===== src/rtl/fifo_ctrl_4x16.sv =====
// rtl/fifo_ctrl_4x16.sv - pointer/flag controller for a 4-entry 1r1w FIFO RAM with registered read address
module fifo_ctrl_4x16 #(
    parameter int DW       = 16,
    parameter int AW       = 2,
    parameter int AFULL_TH = 3
) (
    input  logic          clk,
    input  logic          rst,
    input  logic          clr,
    input  logic          push,
    input  logic [DW-1:0] din,
    input  logic          pop,
    output logic [DW-1:0] dout,
    output logic          dout_valid,
    output logic          full,
    output logic          empty,
    output logic          afull,
    output logic [AW:0]   count,
    output logic          ovf,
    output logic          udf,
    output logic [AW-1:0] ram_wadr,
    output logic [DW-1:0] ram_wdata,
    output logic          ram_wen,
    output logic [AW-1:0] ram_radr,
    input  logic [DW-1:0] ram_rdata
);

    localparam logic [AW:0] DEPTH     = (AW+1)'(1 << AW);
    localparam logic [AW:0] AFULL_LVL = (AW+1)'(AFULL_TH);

    logic [AW-1:0] wptr;
    logic [AW-1:0] rptr;
    logic [AW:0]   count_q;
    logic          dout_valid_q;
    logic          ovf_q;
    logic          udf_q;
    logic          flush;
    logic          push_ok;
    logic          pop_ok;

    assign flush   = rst | clr;
    assign full    = (count_q == DEPTH);
    assign empty   = (count_q == '0);
    assign afull   = (count_q >= AFULL_LVL);
    assign push_ok = push & ~full & ~flush;
    assign pop_ok  = pop & ~empty & ~flush;

    assign count      = count_q;
    assign dout_valid = dout_valid_q;
    assign ovf        = ovf_q;
    assign udf        = udf_q;

    assign ram_wadr  = wptr;
    assign ram_wdata = din;
    assign ram_wen   = push_ok;
    assign ram_radr  = rptr;

    // The RAM latches ram_radr at the accepting edge, so its output is already the popped word.
    assign dout = ram_rdata;

    always_ff @(posedge clk) begin
        if (flush) begin
            wptr         <= '0;
            rptr         <= '0;
            count_q      <= '0;
            dout_valid_q <= 1'b0;
            ovf_q        <= 1'b0;
            udf_q        <= 1'b0;
        end else begin
            if (push_ok) begin
                wptr <= wptr + AW'(1);
            end
            if (pop_ok) begin
                rptr <= rptr + AW'(1);
            end
            count_q      <= count_q + (AW+1)'(push_ok) - (AW+1)'(pop_ok);
            dout_valid_q <= pop_ok;
            if (push && full) begin
                ovf_q <= 1'b1;
            end
            if (pop && empty) begin
                udf_q <= 1'b1;
            end
        end
    end

endmodule

===== config.mk =====
export PLATFORM = sky130hd
export DESIGN_NAME = fifo_ctrl_4x16
export DESIGN_NICKNAME = d
export VERILOG_FILES = /design/src/rtl/fifo_ctrl_4x16.sv
export SDC_FILE = /design/constraint.sdc
export NUM_CORES = 1
export LEC_CHECK = 0
export ABC_AREA = 1
export BUFFER_PORTS_ARGS = -buffer_cell sky130_fd_sc_hd__buf_2
export CORE_MARGIN = 2
export CORE_UTILIZATION = 33
export CTS_CLUSTER_DIAMETER = 50
export CTS_CLUSTER_SIZE = 28
export DETAILED_ROUTE_END_ITERATION = 8
export GPL_ROUTABILITY_DRIVEN = 0
export PLACE_DENSITY = 0.85
export REMOVE_ABC_BUFFERS = 1
export SETUP_SLACK_MARGIN = 0.1
export SYNTH_ARGS = -nofsm -noshare
export SYNTH_HDL_FRONTEND = slang
export SYNTH_SLANG_ARGS = --single-unit

===== constraint.sdc =====
create_clock -name clk -period 2.22 [get_ports clk]
set_input_delay 0.222 -clock clk [delete_from_list [all_inputs] [get_ports clk]]
set_output_delay 0.222 -clock clk [all_outputs]
set_load 0.02 [all_outputs]

==> flow_summary.json <==
{
  "status": "completed",
  "rsz0062_at_grt": "no",
  "power_uw": 342,
  "port_buffers": 18,
  "power.switching_uw": 84.3,
  "grt_pass1_wl_um": 2970,
  "wl_met1_um": 716,
  "syn_inst": 96,
  "synth_cell_types": 16,
  "drtAntennaViolNets": 0,
  "viasPerCell": 4.63,
  "timing.slew.headroom_pct": 86.8,
  "ys_top_cells_by_count": "32 x buf_4, 11 x inv_1, 11 x nand2_1",
  "cts_buffers": 3,
  "finalSetupViolCount": 0,
  "firstDrtPassIters": 3,
  "whs_ns": 0.230,
  "critPathArrivalTime_ns": 2.14,
  "ys_top_cells_by_area": "buf_4 33%, dfxtp_1 27%, inv_1 5.7%, nand2_1 5.7%, ha_1 5.1%",
  "period_needed_ns": 1.99,
  "track_usage_pct": 17.2,
  "dr_wl_met2_um": 833,
  "grt_antenna_before_repair": 0,
  "drive_gt1_share_pct": 41.9,
  "critPathLaunchType": "flip-flop",
  "synthArstFlopShare_pct": 0,
  "dieArea_um2": 2610,
  "fin_crit_sh_pct": 89.6,
  "place_ws_ns": 0.0785,
  "clockBufferDepth": 2,
  "p_comb_share_pct": 10.8,
  "drv_cap": 0,
  "synth-compound-area-share_pct": 2.74,
  "cts.sink_count": 10,
  "first_iter_violations": 4,
  "cts_tree": "yes",
  "grt_overflow": 0,
  "worst_slack_ns": 0.231,
  "clock.fmax_mhz": 503,
  "dpl.hpwl_um": 1940,
  "worst_slew_pin_slew_ns": 0.197,
  "critical-path-slowest-cell": "dfxtp_4",
  "clk_latency_ns": 0.26,
  "dieHeight_um": 51.1,
  "critical_path_class": "reg -> reg",
  "maxSlewViolCount": 0,
  "synth_top_area_share_pct": 32.9,
  "wl_met3_um": 733,
  "grt_max_degree": 10,
  "cts_hold_buf": 0,
  "num_io_pins": 83,
  "wl_per_cell_um": 20.1,
  "synth_top_area_cell": "buf_4",
  "synthXorXnorAreaFrac_pct": 1.20,
  "fin_nets": 129,
  "nFillCells": 244,
  "core_um2": 2150,
  "top_layer": "met4",
  "hold_viol_final": 0,
  "seqPwrFrac_pct": 54.0,
  "synthFlopType": "dfxtp_1",
  "synth_edf_count": 0,
  "worst_clock_skew_ns": 0.00162,
  "crit_required_ns": 2.37,
  "worst_hold_path_type": "in -> reg",
  "htree_num_levels": 1,
  "ys_ff_latch": 10,
  "crit_chain": "nor2_4, nand2_4, nand2_1, nor2_2, inv_1, ha_1, inv_1, ha_1, inv_1, fa_1, xor2_1, nor2_1",
  "synth_area_um2": 731,
  "area.growth.synth_to_final_pct": -9.93,
  "postSynthAreaPerCell_um2": 7.61,
  "clk_transition_reported_paths_ns": 0.06,
  "leakagePower_nw": 0.334,
  "route.vias.total": 528,
  "synth_simple_gate_area_share_pct": 20.2,
  "yosys_warnings": 0,
  "p_clk_share_pct": 35.2,
  "cellPowerDensity_nw_per_um2": 519,
  "endpoint_kind": "flip-flop",
  "p_int_uw": 257,
  "crit_top_cell": "inv_1",
  "ys_seq_area_share_pct": 27.4,
  "routed_wirelength_um": 2290,
  "swShare_pct": 24.7,
  "max_stage_delay_ns": 0.39,
  "synth_top_family_by_area": "buffers and inverters",
  "rows": 17,
  "die_x_um": 51.1,
  "post-synth-top-count-cell": "buf_4",
  "peakVddDrop_uv": 147,
  "cp_max_fo": 5,
  "synth_mux_area_share_pct": 0,
  "reg2reg_setup_slack_ns": 0.23,
  "grt_pass1_vias": 505,
  "diodes": 0,
  "drcViolationCount": 0,
  "root_buffer": "clkbuf_4",
  "synth_fa_ha_area_share_pct": 7.88,
  "start_util_pct": 34.0
}
final timing paths:
path | startpoint | to | cells after the start
min | rst | ram_radr[1]$_SDFFE_PP0P_ | 4
min reg2reg | udf$_SDFFE_PP0P_ | udf$_SDFFE_PP0P_ | 2
max reg2reg | count[1]$_SDFF_PP0_ | count[2]$_SDFF_PP0_ | 12
max | count[1]$_SDFF_PP0_ | count[2]$_SDFF_PP0_ | 12
power groups by stage:
stage,Clock (mW),Combinational [mW],Sequential [mW]
4_1_cts,0.128,0.0355,0.186
3_5_place_dp,0,0.0353,0.190
3_3_place_gp,0,0.0339,0.189
2_1_floorplan,0,0.0174,0.193
6_report,0.120,0.0367,0.185
5_1_grt,0.136,0.0407,0.185
state kept, by name, indices dropped and copies added, names as in the netlist:
register,count
count,3
ram_radr,2
ram_wadr,2
dout_valid,1
ovf,1
udf,1
cells in the final DEF (no fill, tap or decap), drive strengths merged:
| cell | instances |
|---|---|
| a21oi | 3 |
| buf | 19 |
| clkbuf | 3 |
| dfxtp | 10 |
| fa | 1 |
| ha | 3 |
| inv | 15 |
| nand2 | 14 |
| nand3 | 2 |
| nand4 | 2 |
| nor2 | 12 |
| o21ai | 1 |
| xor2 | 1 |
cell type report:
type,instances,area (um^2),area share [%]
inverters,15,56.3,8.56
multi-input cells,39,241,36.7
well taps,28,35.0,5.32
flip-flops and latches,10,205,31.2
clock buffers,3,22.5,3.42
repair buffers,19,97.6,14.8
critical path: cells and delay by family, from the launching register on:
| family | cells | cell delay (ns) |
|---|---|---|
| adder cells (fa/ha/maj) | 3 | 0.77 |
| AND/OR/NAND/NOR | 5 | 0.40 |
| flip-flops | 1 | 0.39 |
| buffers and inverters | 3 | 0.17 |
| XOR/XNOR | 1 | 0.15 |
repair_timing:
| item | in CTS | in global routing |
|---|---|---|
| pin swaps | 0 | 1 |
| setup endpoints to repair | 1 | 2 |
| resized for setup | 1 | 4 |
| setup buffers | 0 | 1 |
per-stage QoR:
stage | instance area, um^2 | cells | util, % | setup TNS (ns)
5_1_grt | 658 | 114 | 30.6 | 0
3_5_place_dp | 616 | 110 | 28.7 | 0
4_1_cts | 639 | 113 | 29.8 | 0
6_report | 658 | 114 | 30.6 | 0
3_3_place_gp | 616 | 110 | 28.7 | 0
2_1_floorplan | 490 | 64 | - | -0.143
logic make-up after synthesis:
group           after synthesis
compound gates                4
xor+xnor                      1
fa+ha+maj                     4
buf+inv                      47
flops                        10
simple gates                 30
routing by layer:
layer / up-vias / GRT usage (%)
met5: - / 0
met4: 0 / 5.41
met3: 2 / 26.0
met2: 51 / 18.6
met1: 237 / 16.7
li1: 238 / -
Power figures use the tool's default switching activity.
